**config.mk**
```make
export PLATFORM = sky130hd
export DESIGN_NAME = eclock_sync_gen
export DESIGN_NICKNAME = d
export VERILOG_FILES = /design/src/rtl/eclock_pkg.sv /design/src/rtl/eclock_divider.sv /design/src/rtl/eclock_sync_gen.sv
export SDC_FILE = /design/constraint.sdc
export NUM_CORES = 1
export LEC_CHECK = 0
export ABC_CLOCK_PERIOD_IN_PS = 1760
export BUFFER_PORTS_ARGS = -buffer_cell sky130_fd_sc_hd__buf_2
export CAP_MARGIN = 20
export CELL_PAD_IN_SITES_DETAIL_PLACEMENT = 0
export CELL_PAD_IN_SITES_GLOBAL_PLACEMENT = 2
export CORE_MARGIN = 3
export CORE_UTILIZATION = 33
export DETAILED_ROUTE_END_ITERATION = 12
export GPL_ROUTABILITY_DRIVEN = 0
export PLACE_DENSITY = 0.77
export SYNTH_ARGS = -nofsm -noshare
export SYNTH_HDL_FRONTEND = slang
export SYNTH_SLANG_ARGS = --single-unit
```
**constraint.sdc**
```tcl
create_clock -name CLOCK_IN -period 1.76 [get_ports CLOCK_IN]
set_input_delay 0.352 -clock CLOCK_IN [delete_from_list [all_inputs] [get_ports CLOCK_IN]]
set_output_delay 0.352 -clock CLOCK_IN [all_outputs]
set_load 0.005 [all_outputs]
```
**src/rtl/eclock_pkg.sv**
```systemverilog
// rtl/eclock_pkg.sv - shared defaults and peripheral-cycle state type for the E-clock generator
package eclock_pkg;

  // Defaults reproduce the legacy fixed divide-by-10 E clock (6 low / 4 high).
  localparam int DIV_DEFAULT      = 10;
  localparam int HIGH_DEFAULT     = 4;
  localparam int VMA_SLOT_DEFAULT = 2;

  // 6800-style synchronous peripheral cycle states.
  typedef enum logic [1:0] {
    ST_IDLE      = 2'd0,
    ST_WAIT_SLOT = 2'd1,
    ST_VMA       = 2'd2,
    ST_DONE      = 2'd3
  } eclock_state_t;

endpackage

```
**src/rtl/eclock_divider.sv**
```systemverilog
// rtl/eclock_divider.sv - E-clock divider with registered phase strobes
module eclock_divider
  import eclock_pkg::*;
#(
  parameter int DIV   = DIV_DEFAULT,
  parameter int HIGH  = HIGH_DEFAULT,
  localparam int CNT_W = $clog2(DIV)
) (
  input  logic             clk,
  input  logic             rst_n,
  input  logic             enable,
  output logic             eclock,
  output logic             e_rise,
  output logic             e_fall,
  output logic             latch,
  output logic [CNT_W-1:0] phase
);

  // Counter landmarks, sized to the counter so every compare is width-matched.
  localparam logic [CNT_W-1:0] CNT_LAST  = CNT_W'(DIV - 1);
  localparam logic [CNT_W-1:0] CNT_HIGH  = CNT_W'(DIV - HIGH);
  localparam logic [CNT_W-1:0] CNT_LATCH = CNT_W'(DIV - 2);

  logic [CNT_W-1:0] cnt;
  // High once the divider has completed one enabled edge; masks the E_FALL
  // that cnt == 0 would otherwise produce right after ENABLE rises.
  logic             running;

  // Counter, E and strobes all update together so they share one cycle of lag.
  always_ff @(posedge clk or negedge rst_n) begin
    if (!rst_n) begin
      cnt     <= '0;
      running <= 1'b0;
      eclock  <= 1'b0;
      e_rise  <= 1'b0;
      e_fall  <= 1'b0;
      latch   <= 1'b0;
    end else if (!enable) begin
      cnt     <= '0;
      running <= 1'b0;
      eclock  <= 1'b0;
      e_rise  <= 1'b0;
      e_fall  <= 1'b0;
      latch   <= 1'b0;
    end else begin
      cnt     <= (cnt == CNT_LAST) ? '0 : cnt + 1'b1;
      running <= 1'b1;
      eclock  <= (cnt >= CNT_HIGH);
      e_rise  <= (cnt == CNT_HIGH);
      e_fall  <= (cnt == '0) && running;
      latch   <= (cnt == CNT_LATCH);
    end
  end

  assign phase = cnt;

endmodule

```
**src/rtl/eclock_sync_gen.sv**
```systemverilog
// rtl/eclock_sync_gen.sv - parametrised E-clock generator with VPA/VMA synchronous cycle
module eclock_sync_gen
  import eclock_pkg::*;
#(
  parameter int DIV      = DIV_DEFAULT,
  parameter int HIGH     = HIGH_DEFAULT,
  parameter int VMA_SLOT = VMA_SLOT_DEFAULT,
  localparam int CNT_W   = $clog2(DIV)
) (
  input  logic             CLOCK_IN,
  input  logic             RESET_N,
  input  logic             ENABLE,
  input  logic             REQ,
  output logic             ECLOCK_OUT,
  output logic             E_RISE,
  output logic             E_FALL,
  output logic             LATCH,
  output logic             VMA_OUT,
  output logic             ACK,
  output logic [CNT_W-1:0] PHASE
);

  // Reject parameter sets that would give a degenerate or overlapping waveform.
  if (DIV < 4) begin : g_bad_div
    $error("eclock_sync_gen: DIV=%0d must be >= 4", DIV);
  end
  if (HIGH < 1 || HIGH > DIV - 2) begin : g_bad_high
    $error("eclock_sync_gen: HIGH=%0d must be in 1..DIV-2", HIGH);
  end
  if (VMA_SLOT < 0 || VMA_SLOT >= DIV - HIGH) begin : g_bad_slot
    $error("eclock_sync_gen: VMA_SLOT=%0d must be < DIV-HIGH", VMA_SLOT);
  end

  localparam logic [CNT_W-1:0] SLOT_CNT = CNT_W'(VMA_SLOT);

  logic [CNT_W-1:0] cnt;
  eclock_state_t    state;

  eclock_divider #(
    .DIV  (DIV),
    .HIGH (HIGH)
  ) u_divider (
    .clk    (CLOCK_IN),
    .rst_n  (RESET_N),
    .enable (ENABLE),
    .eclock (ECLOCK_OUT),
    .e_rise (E_RISE),
    .e_fall (E_FALL),
    .latch  (LATCH),
    .phase  (cnt)
  );

  assign PHASE = cnt;

  // Peripheral cycle: commit VMA at the slot, finish on the edge E falls.
  always_ff @(posedge CLOCK_IN or negedge RESET_N) begin
    if (!RESET_N) begin
      state   <= ST_IDLE;
      VMA_OUT <= 1'b0;
      ACK     <= 1'b0;
    end else if (!ENABLE) begin
      state   <= ST_IDLE;
      VMA_OUT <= 1'b0;
      ACK     <= 1'b0;
    end else begin
      case (state)
        ST_IDLE: begin
          if (REQ) begin
            state <= ST_WAIT_SLOT;
          end
        end
        ST_WAIT_SLOT: begin
          // An abort wins over the slot: VMA is never shown for a dropped request.
          if (!REQ) begin
            state <= ST_IDLE;
          end else if (cnt == SLOT_CNT) begin
            state   <= ST_VMA;
            VMA_OUT <= 1'b1;
          end
        end
        ST_VMA: begin
          // Committed cycle: REQ is ignored until E falls.
          if (cnt == '0) begin
            state   <= ST_DONE;
            VMA_OUT <= 1'b0;
            ACK     <= 1'b1;
          end
        end
        ST_DONE: begin
          // Returning through IDLE enforces the REQ-low gap between cycles.
          if (!REQ) begin
            state <= ST_IDLE;
            ACK   <= 1'b0;
          end
        end
        default: begin
          state   <= ST_IDLE;
          VMA_OUT <= 1'b0;
          ACK     <= 1'b0;
        end
      endcase
    end
  end

endmodule

```
# After elaboration in Yosys (flattened, before gate mapping)
# Index checks and enable logic that the tools add are counted.
dict set report word_totals {
  reg_bits 13
  input_bits 4
  wordCells 55
}
dict set report op_classes {
  n_addsub 1
  magnitude_cmp 1
  eq_ne 15
  n_mux 23
  reduce_logical 6
}
# operator count
set op_table {}
lappend op_table {{$ne A3 B3 Y1 const B} 5}
lappend op_table {{$mux W1} 12}
lappend op_table {{$mux W2} 6}
lappend op_table {{$eq A4 B4 Y1 const B} 2}
lappend op_table {{$mux W4} 2}
lappend op_table {{$pmux W2 S4} 1}
lappend op_table {{$reduce_and A4 Y1} 2}
lappend op_table {{$ne A3 B1 Y1 const B} 2}
lappend op_table {{$add A4 B1 Y4 const B} 1}
lappend op_table {{$eq A2 B2 Y1 const B} 2}
lappend op_table {{$eq A4 B2 Y1 const B} 1}
lappend op_table {{$eq A4 B3 Y1 const B} 1}
lappend op_table {{$ge A4 B3 Y1 const B} 1}
lappend op_table {{$logic_not A4 Y1} 1}
lappend op_table {{$ne A4 B4 Y1 const B} 1}
lappend op_table {{$pmux W1 S2} 2}
lappend op_table {{$reduce_and A3 Y1} 1}
lappend op_table {{$eq A2 B1 Y1 const B} 1}
lappend op_table {{$logic_not A2 Y1} 1}
lappend op_table {{$logic_and A1 B1 Y1} 1}

# Depth between registers and ports, before layout
# Gate-level depths: netlist of run 1.
dict set report depth {
  ltp_word 5
  mapped_depth 4
}

# Cells and area by module
# A second synthesis of run 1 with hierarchy kept.
dict set report unflattened {
  hier_cells 52
  area_unflattened_um2 570.5
}
# mod n_inst cells_each area_each_um2 seq_area_each_um2
set by_module_without_submodules {}
lappend by_module_without_submodules {eclock_divider 1 33 360.3 225.2}
lappend by_module_without_submodules {eclock_sync_gen 1 19 210.2 100.1}

# Least setup slack after synthesis of run 1
# Ideal clock, no wire load.
dict set report synth_timing {
  path_kind {reg2reg}
  startpoint {register u_divider.cnt[2], in the netlist u_divider.phase[2]}
  endpoint {register state[0]}
  arrival_ps 1018
  required_time_ps 1695
  setup_slack_ps 676
  path_stages_with_launch 5
  n_path_buf 1
  period_less_slack_ps 1084
  cell_sequence {dfrtp_1 buf_6 nor2_4 nor4b_4 a22o_1}
}
dict set report synth_via {
  elab_chain_len 3
  elab_cells_between_ends 5
  cone_classes {eq/ne (3); reduce/logical (2)}
}
# item line_no
set synth_rtl {}
lappend synth_rtl {{from (decl)} eclock_divider.sv:24} ;# logic [CNT_W-1:0] cnt;
lappend synth_rtl {{from (signal assigned)} eclock_divider.sv:46} ;# cnt <= (cnt == CNT_LAST) ? '0 : cnt + 1'b1;
lappend synth_rtl {{$eq A4 B2 Y1 / $logic_not A4 Y1 (equally long branches)} {eclock_sync_gen.sv:76, eclock_sync_gen.sv:83}}
lappend synth_rtl {{$ne A4 B4 Y1 (no source line) / $ne A3 B3 Y1 (equally long branches)} n/a}
lappend synth_rtl {{$reduce_and A4 Y1 (no source line) *} n/a}
lappend synth_rtl {{to (signal assigned)} eclock_sync_gen.sv:75} ;# state <= ST_IDLE;
lappend synth_rtl {{to (signal assigned)} eclock_sync_gen.sv:77} ;# state <= ST_VMA;
lappend synth_rtl {{to (signal assigned)} eclock_sync_gen.sv:84} ;# state <= ST_DONE;
lappend synth_rtl {{to (decl)} eclock_sync_gen.sv:37} ;# eclock_state_t state;
# Mark *: on every way between the ends. The rest lies on a longest branch, timed or not.
# A chain may end at the register's enable or synchronous reset.

# Worst setup path after layout of run 1
dict set report layout_timing {
  startpoint {register u_divider.cnt[1], in the netlist u_divider.phase[1]}
  endpoint {output PHASE[1]}
}
# item line_no
set layout_lines {}
lappend layout_lines {{to (decl)} eclock_sync_gen.sv:20} ;# output logic [CNT_W-1:0] PHASE
# No word-level cell between the ends.

==> results of run 1 <==
-- routing by layer --
| layer | GRT usage [%] | share of wire [%] |
|---|---|---|
| met1 | 16.0 | 51 |
| met2 | 16.7 | 44 |
| met3 | 3.32 | 4.0 |
| met4 | 8.06 | 0.91 |
| met5 | 0 | 0 |
-- kinds of logic after synthesis --
kind of cell / synth area share (%)
xor gates and xnor gates: 1.49
and+or+nand+nor: 28.0
AOI/OAI and AO/OA: 10.2
buffers and inverters: 5.10
DFF: 55.2
-- how the worst min path moves through the flow --
stage	to	depth (start not counted)	slack (ns)	start
after floorplan	ACK	0	0.06	RESET_N
after global placement	u_divider.eclock	1	0.25	RESET_N
after detailed placement	u_divider.eclock	1	0.25	RESET_N
after CTS	u_divider.running	1	0.24	ENABLE
after global routing	u_divider.running	1	0.25	ENABLE
final	u_divider.running	1	0.26	ENABLE
-- state kept, by name (all words and copies together), names as in the netlist --
signal             flops
u_divider.latch        1
u_divider.e_rise       1
u_divider.running      1
u_divider.phase        4
VMA_OUT                1
ACK                    1
u_divider.eclock       1
state                  2
u_divider.e_fall       1
-- through the flow --
stage | worst slack, ns | area, sq um
after floorplan | 0.676 | 589
after global placement | 0.574 | 666
after detailed placement | 0.544 | 666
after CTS | 0.317 | 702
after global routing | 0.262 | 702
final | 0.327 | 702
-- layout by cell type (no fill, tap or decap) --
cell type and n:
a22o_1 1, nand2b_4 1, nor3_1 5, a41oi_1 1, nor2b_1 2, and4bb_1 1, nand4b_1 1, inv_1 3
xor2_1 1, nor2_1 2, dfrtp_1 13, and3_1 1, nor2_4 1, nor4b_4 1, o21a_1 1, dlygate4sd3_1 1
a31oi_1 2, nand3b_1 2, clkbuf_1 1, a21boi_0 1, a21oi_1 2, o21ai_0 1, nand2b_1 1, clkbuf_4 3
nand2_1 6, buf_2 13
-- power by group through the flow --
stage                     logic (W)  registers [W]  clock network [W]
after global placement    0.0000496       0.000332                  0
final                     0.0000502       0.000326           0.000181
after floorplan           0.0000358       0.000325                  0
after CTS                 0.0000510       0.000326           0.000196
after detailed placement  0.0000491       0.000331                  0
after global routing      0.0000575       0.000329           0.000202
-- area by class of cell --
cell class | instances | share of cell area [%]
timing repair buffer | 14 | 10.7
tap | 24 | 4.28
sequential | 13 | 46.3
multi-input combinational | 34 | 33.3
inverter | 3 | 1.60
clock buffer | 4 | 3.74
-- repair_timing --
action / 4_1_cts / 5_1_grt
gates resized for setup: 0 / 0
endpoints found under the hold margin: 13 / 0
hold buffers: 1 / 0
setup buffers: 0 / 0
==> results.toml, run 1 <==
[finish]
finalNonFillerCells = 92
seq_area_sq_um = 325
fillers = 150
multi_input_comb_area_sq_um = 234
final_util_pct = 44.0
final_nets = 73
area_growth_syn_to_layout_pct = 19.1
antenna_cells = 0
drive_gt1_share_pct = 27.9

[setup_path]
reg2reg_to = "state[0]"
crit_end = "PHASE[1]"
required_ns = 1.41
rrSetupSlack_ns = 0.53
reg2reg_depth = 3
max_stage_delay_ns = 0.61
end_kind = "output port"
crit_chain = "buf_2"
slowest_stage = "dfrtp_1"
crit_buf_inv = 1
crit_cells = 1
worstSetupStartpoint = "u_divider.phase[1]"
arrival_ns = 1.08
cp-start-kind = "register"
critPathKind = "register to output port"
reg2reg_from = "u_divider.phase[1]"
crit_path_max_fanout = 14
path_delay_family = "flip-flops"

[logic_synthesis]
yosysTopAreaCell = "dfrtp_1"
ys_seq_area_share_pct = 55.2
ys_top_cells_by_count = "13 x dfrtp_1, 6 x nand2_1, 5 x nor3_1, 3 x inv_1"
synth_edf_count = 0
yosys_warnings = 0
synth.area.top_cells = "dfrtp_1 55%, nor3_1 4.2%, nor4b_4 4.0%, nand2_1 3.8%, nand3b_1 2.5%"
avgSynthCellArea_sq_um = 11.3
synth-async-reset-ratio_pct = 100
synthFlopType = "dfrtp_1"
synth_area_sq_um = 589
synth_top_area_share_pct = 55.2
synth_most_common_cell = "dfrtp_1"
synth_nets = 56
ys_ff_latch = 13
synthDistinctLibCells = 24
netlist_instances = 52

[placement]
dp.cells = 87
hpwl_microns = 776
io_buffers = 13

[timing]
fmax_mhz = 698
finalHoldViolCount = 0
worst_pin_slew_ns = 0.427
setup_viol = 0
maxSlewHeadroom_pct = 71.5
fin_crit_ns = 1.43
min_period_over_period_pct = 81.4
rsz0062_at_grt = "no"
maxSlewViolCount = 0
fin_skew_ns = 0.000850
hold_slack_ns = 0.256
setup_tns_ns = 0

[clock_tree]
cts_tree = "done"
cts_sinks = 13
path_clk_slew_ns = 0.08
clock_latency_ns = 0.27
cts_made_buffers = 3
cts_buffer_depth = 2
cts_root_buffer = "clkbuf_4"
htreeDepth = 1

[power]
irDropWorstVdd_mv = 0.316
switching_share_pct = 24.7
static-leakage-power_nw = 0.351
power_density_mw_per_mm2 = 794
p_sw_w = 0.000138
p_comb_share_pct = 9.0
seqPwrFrac_pct = 58.5
internal_power_w = 0.000420
power_w = 0.000557
p_clk_share_pct = 32.5

[grt]
first_global_vias = 427
gr-total-overflow = 0
antenna_found_initial = 0
grt_pass1_wl_microns = 1870
grt_usage_pct = 12.0
grt_max_degree = 15

[detailed_routing]
drc = 0
vias_per_cell = 4.60
antenna_left = 0
avgRoutedWirePerCell_microns = 12.0
wl_microns = 1100
firstDrtPassIters = 6
drt_iter0_drc = 6
vias = 423

[outcome]
status = "completed"

[floorplan]
dieArea_sq_mm = 0.00233
core_area_sq_mm = 0.00159
start_util_pct = 37.0
io_pins = 14
rows = 14
die_w_microns = 48.3
die_y_microns = 48.3

[job]
maxCapViolCount = 0

[min_path]
hold_class = "input pin to register"
(Power assumes the default switching activity.)
==> run 2, diff against run 1 <==
- ABC_AREA: default -> 1
- ABC_CLOCK_PERIOD_IN_PS: 1760 -> 1200
- CORE_UTILIZATION: 33 -> 27
- PLACE_DENSITY: 0.77 -> 0.71
- clock period: 1.76 -> 1.2 ns (I/O delays scaled with it)
==> results.toml, run 2 <==
[setup_path]
reg2reg_from = "state[1]"
reg2reg_depth = 6
slowest_stage = "dfrtp_2"
max_stage_delay_ns = 0.47
rrSetupSlack_ns = 0.07
path_delay_family = "flip-flops"
critPathKind = "register to output port"
crit_chain = "buf_2"
reg2reg_to = "state[1]"
end_kind = "output port"
arrival_ns = 0.89
crit_buf_inv = 1
crit_path_max_fanout = 8
cp-start-kind = "register"
required_ns = 0.96

[logic_synthesis]
synth-async-reset-ratio_pct = 100
synthDistinctLibCells = 21
synth_edf_count = 0
avgSynthCellArea_sq_um = 8.66
ys_top_cells_by_count = "14 x nand2_1, 13 x dfrtp_1, 10 x nor2_1, 9 x inv_1"
synth_most_common_cell = "nand2_1"
synthFlopType = "dfrtp_1"
yosys_warnings = 0
netlist_instances = 74
ys_seq_area_share_pct = 50.8
synth.area.top_cells = "dfrtp_1 51%, nand2_1 8.2%, nor2_1 5.9%, inv_1 5.3%, nor2_4 3.5%"
synth_nets = 78
ys_ff_latch = 13
yosysTopAreaCell = "dfrtp_1"
synth_area_sq_um = 641
synth_top_area_share_pct = 50.8

[clock_tree]
clock_latency_ns = 0.27
cts_sinks = 13
cts_tree = "done"
cts_made_buffers = 3
cts_root_buffer = "clkbuf_4"
htreeDepth = 1
cts_buffer_depth = 2
path_clk_slew_ns = 0.08

[grt]
grt_usage_pct = 11.1
grt_pass1_wl_microns = 2240
grt_max_degree = 14
first_global_vias = 490
antenna_found_initial = 0
gr-total-overflow = 0

[detailed_routing]
vias = 536
wl_microns = 1340
firstDrtPassIters = 4
avgRoutedWirePerCell_microns = 11.1
drt_iter0_drc = 4
drc = 0
antenna_left = 0
vias_per_cell = 4.47

[power]
static-leakage-power_nw = 0.393
p_comb_share_pct = 30.2
power_w = 0.00115
p_sw_w = 0.000405
internal_power_w = 0.000749
power_density_mw_per_mm2 = 1430
irDropWorstVdd_mv = 0.676
switching_share_pct = 35.1
seqPwrFrac_pct = 46.4
p_clk_share_pct = 23.3

[floorplan]
dieArea_sq_mm = 0.00299
io_pins = 14
die_w_microns = 54.7
start_util_pct = 28.7
core_area_sq_mm = 0.00223
rows = 17
die_y_microns = 54.7

[outcome]
status = "completed"

[finish]
final_cell_mix = "14 x nand2_1, 13 x buf_2, 9 x dfrtp_1, 9 x inv_1, 8 x nor2_1"
drive_gt1_share_pct = 39.1
layout_commonest_cell = "nand2_1"
area_growth_syn_to_layout_pct = 25.6
finalNonFillerCells = 120
final_nets = 97
antenna_cells = 0
largest_reg_flops = 4

[min_path]
hold_end = "u_divider.running"
min_delay_path_depth = 1
hp-start = "ENABLE"
hold_class = "input pin to register"

[timing]
finalHoldViolCount = 0
fin_crit_ns = 1.13
rsz0062_at_grt = "yes"
worst_pin_slew_ns = 0.296
maxSlewViolCount = 0
min_period_over_period_pct = 94.3
fmax_mhz = 884
maxSlewHeadroom_pct = 80.2
fin_skew_ns = 0.00824
setup_viol = 0

[placement]
io_buffers = 13
dp.cells = 115
hpwl_microns = 956

[job]
maxCapViolCount = 0
-- run 2: cell count changes after synthesis, sizes merged, moves of 3 or more --
cell,delta
inv,+8
nor2,+12
nand3,+3
nand2,+11
-- run 2: power by group through the flow --
| stage | Sequential (W) | Clock, W | Combinational, W |
|---|---|---|---|
| 2_1_floorplan | 0.000538 | 0 | 0.000217 |
| 3_3_place_gp | 0.000546 | 0 | 0.000288 |
| 3_5_place_dp | 0.000545 | 0 | 0.000284 |
| 4_1_cts | 0.000537 | 0.000289 | 0.000287 |
| 5_1_grt | 0.000543 | 0.000318 | 0.000398 |
| 6_report | 0.000536 | 0.000269 | 0.000349 |
-- run 2: logic make-up (layout without fill, tap and decap cells) --
group	Yosys count	after routing	synth area share [%]
AO/OA/AOI/OAI	8	8	9.38
XOR/XNOR	1	1	1.37
buffers and inverters	12	30	7.62
flip-flops	13	13	50.8
AND/OR/NAND/NOR	40	40	30.9
-- run 2: metal layers --
layer	wire [microns]	GRT usage [%]	share of wire, %	vias to the layer above
met4	12	3.73	0.90	0
met3	70	5.72	5.2	2
met1	618	14.1	46	250
li1	-	-	-	269
met5	0	0	0	-
met2	634	15.9	47	15
-- run 2: stage by stage --
stage               setup TNS (ns)  worst slack (ns)  utilization [%]  hold WS (ns)  cell area, sq um
floorplan                        0             0.109                -       -0.0556               641
detailed placement               0            0.0464             33.2         0.146               741
global route              -0.00140          -0.00140             36.0         0.160               805
finish                           0            0.0688             36.0         0.177               805
global placement                 0            0.0559             33.2         0.143               741
CTS                              0            0.0137             34.5         0.161               769
-- run 2: worst max path at each step --
stage	from	end	slack, ns	cells after the start
after floorplan	u_divider.phase[0]	state[0]	0.11	6
after global placement	u_divider.phase[0]	state[0]	0.06	6
after detailed placement	u_divider.phase[0]	state[0]	0.05	6
after CTS	u_divider.phase[0]	PHASE[0]	0.01	1
after global routing	u_divider.phase[1]	state[0]	-0.001	7
final	u_divider.phase[0]	PHASE[0]	0.07	1
-- run 2: what timing repair did --
item                                    CTS  global route
endpoints found under the setup margin    1             5
setup buffers                             0             1
hold endpoints to repair                 13             0
gates resized for setup                   0             9
hold buffers                              1             0
pin swaps                                 0             1
-- run 2: area by class of cell --
type / instances / area [sq um]
fillers: 257 / 1430
flip-flops and latches: 13 / 330
repair buffers: 15 / 82.6
well taps: 28 / 35.0
multi-input cells: 49 / 289
clock buffers: 4 / 26.3
inverters: 11 / 41.3
==> run 3, diff against run 2 <==
- ABC_CLOCK_PERIOD_IN_PS: 1200 -> 1000
- CAP_MARGIN: 20 -> default
- clock period: 1.2 -> 1 ns (I/O delays scaled with it)
==> results.toml, run 3 (same netlist as run 2, synthesis figures left out) <==
[grt]
grt_max_degree = 14
antenna_found_initial = 0
first_global_vias = 548
gr-total-overflow = 0
grt_usage_pct = 11.8
grt_pass1_wl_microns = 2420

[timing]
fmax_mhz = 858
min_period_over_period_pct = 117
setup_viol = 12
rsz0062_at_grt = "yes"
setup_slack_ns = -0.165
maxSlewHeadroom_pct = 79.5
fin_crit_ns = 1.17
worst_pin_slew_ns = 0.308
maxSlewViolCount = 0
finalHoldViolCount = 0
fin_skew_ns = 0.00297

[detailed_routing]
wl_microns = 1490
vias = 579
avgRoutedWirePerCell_microns = 10.8
firstDrtPassIters = 4
antenna_left = 0
drc = 0
drt_iter0_drc = 5
vias_per_cell = 4.20

[clock_tree]
clock_latency_ns = 0.28
path_clk_slew_ns = 0.08
cts_sinks = 13
cts_tree = "done"
htreeDepth = 1
cts_root_buffer = "clkbuf_4"
cts_made_buffers = 3
cts_buffer_depth = 2

[floorplan]
die_w_microns = 54.7
rows = 17
io_pins = 14
start_util_pct = 28.7
dieArea_sq_mm = 0.00299
die_y_microns = 54.7
core_area_sq_mm = 0.00223

[finish]
final_cell_mix = "13 x buf_4, 12 x nand2_1, 10 x buf_6"
final_nets = 115
antenna_cells = 0
finalNonFillerCells = 138
final_cell_area_sq_mm = 0.00103
drive_gt1_share_pct = 56.4
area_growth_syn_to_layout_pct = 60.9
layout_commonest_cell = "buf_4"
fillers = 226
largest_reg_flops = 4

[setup_path]
cp-start-kind = "register"
rrSetupSlack_ns = -0.13
critPathKind = "register to output port"
end_kind = "output port"
reg2reg_to = "state[0]"
crit_path_max_fanout = 5
reg2reg_from = "u_divider.phase[0]"
required_ns = 0.80
arrival_ns = 0.97
reg2reg_depth = 6

[power]
static-leakage-power_nw = 0.500
irDropWorstVdd_mv = 0.898
power_w = 0.00161
power_density_mw_per_mm2 = 1560

[outcome]
violations = "setup timing"
status = "complete, but fails checks"

[placement]
hpwl_microns = 1050
io_buffers = 13
dpl-instance-area_sq_um = 826
dp.cells = 126

[min_path]
min_delay_path_depth = 3
hold_class = "input pin to register"
hold_end = "ACK"
hp-start = "ENABLE"

[job]
maxCapViolCount = 0
[run 3: area by class of cell]
type                       instances  area (sq um)  share of cell area, %
inverter                          11          48.8                   4.73
multi-input combinational         49           325                   31.6
timing repair buffer              33           265                   25.7
tap                               28          35.0                   3.40
sequential                        13           330                   32.0
clock buffer                       4          26.3                   2.55
[run 3: worst max path at each step]
stage | startpoint | endpoint | slack (ns) | cells past startpoint
6_report | u_divider.phase[0] | PHASE[0] | -0.17 | 2
5_1_grt | u_divider.phase[0] | PHASE[0] | -0.19 | 2
4_1_cts | u_divider.phase[0] | PHASE[0] | -0.18 | 2
3_5_place_dp | u_divider.phase[2] | state[0] | -0.12 | 6
3_3_place_gp | u_divider.phase[2] | state[0] | -0.10 | 6
2_1_floorplan | u_divider.phase[2] | state[0] | -0.05 | 6
[run 3: power by group]
| group | internal, W | switching [W] | total, W |
|---|---|---|---|
| Sequential | 0.000591 | 0.0000644 | 0.000655 |
| Clock | 0.000155 | 0.000174 | 0.000329 |
| Combinational | 0.000308 | 0.000314 | 0.000623 |
| Total | 0.00105 | 0.000553 | 0.00161 |
[run 3: worst max-delay path, cell delays in order (launching register included)]
cell and delay (ns):
dfrtp_2 0.45, buf_6 0.13, buf_6 0.10
[run 3: stage by stage]
step / util (%) / setup WS, ns / setup TNS (ns) / hold slack [ns]
after floorplan: - / -0.0458 / -0.0458 / -0.0956
after CTS: 44.0 / -0.177 / -1.04 / 0.191
after global placement: 37.0 / -0.101 / -0.322 / 0.114
after detailed placement: 37.0 / -0.118 / -0.256 / 0.112
after global routing: 46.2 / -0.195 / -1.66 / 0.197
final: 46.2 / -0.165 / -0.941 / 0.202
[run 3: timing repair]
action / in CTS / in global routing
resized for setup: 18 / 11
setup buffers: 6 / 1
endpoints found under the hold margin: 13 / 0
pin swaps: 2 / 9
hold buffers: 1 / 0
endpoints found under the setup margin: 12 / 16
[run 3: layer usage]
metal,GRT usage (%),routed length (microns)
met5,0,0
met3,2.45,47
met4,7.47,35
met1,15.5,693
met2,17.5,713
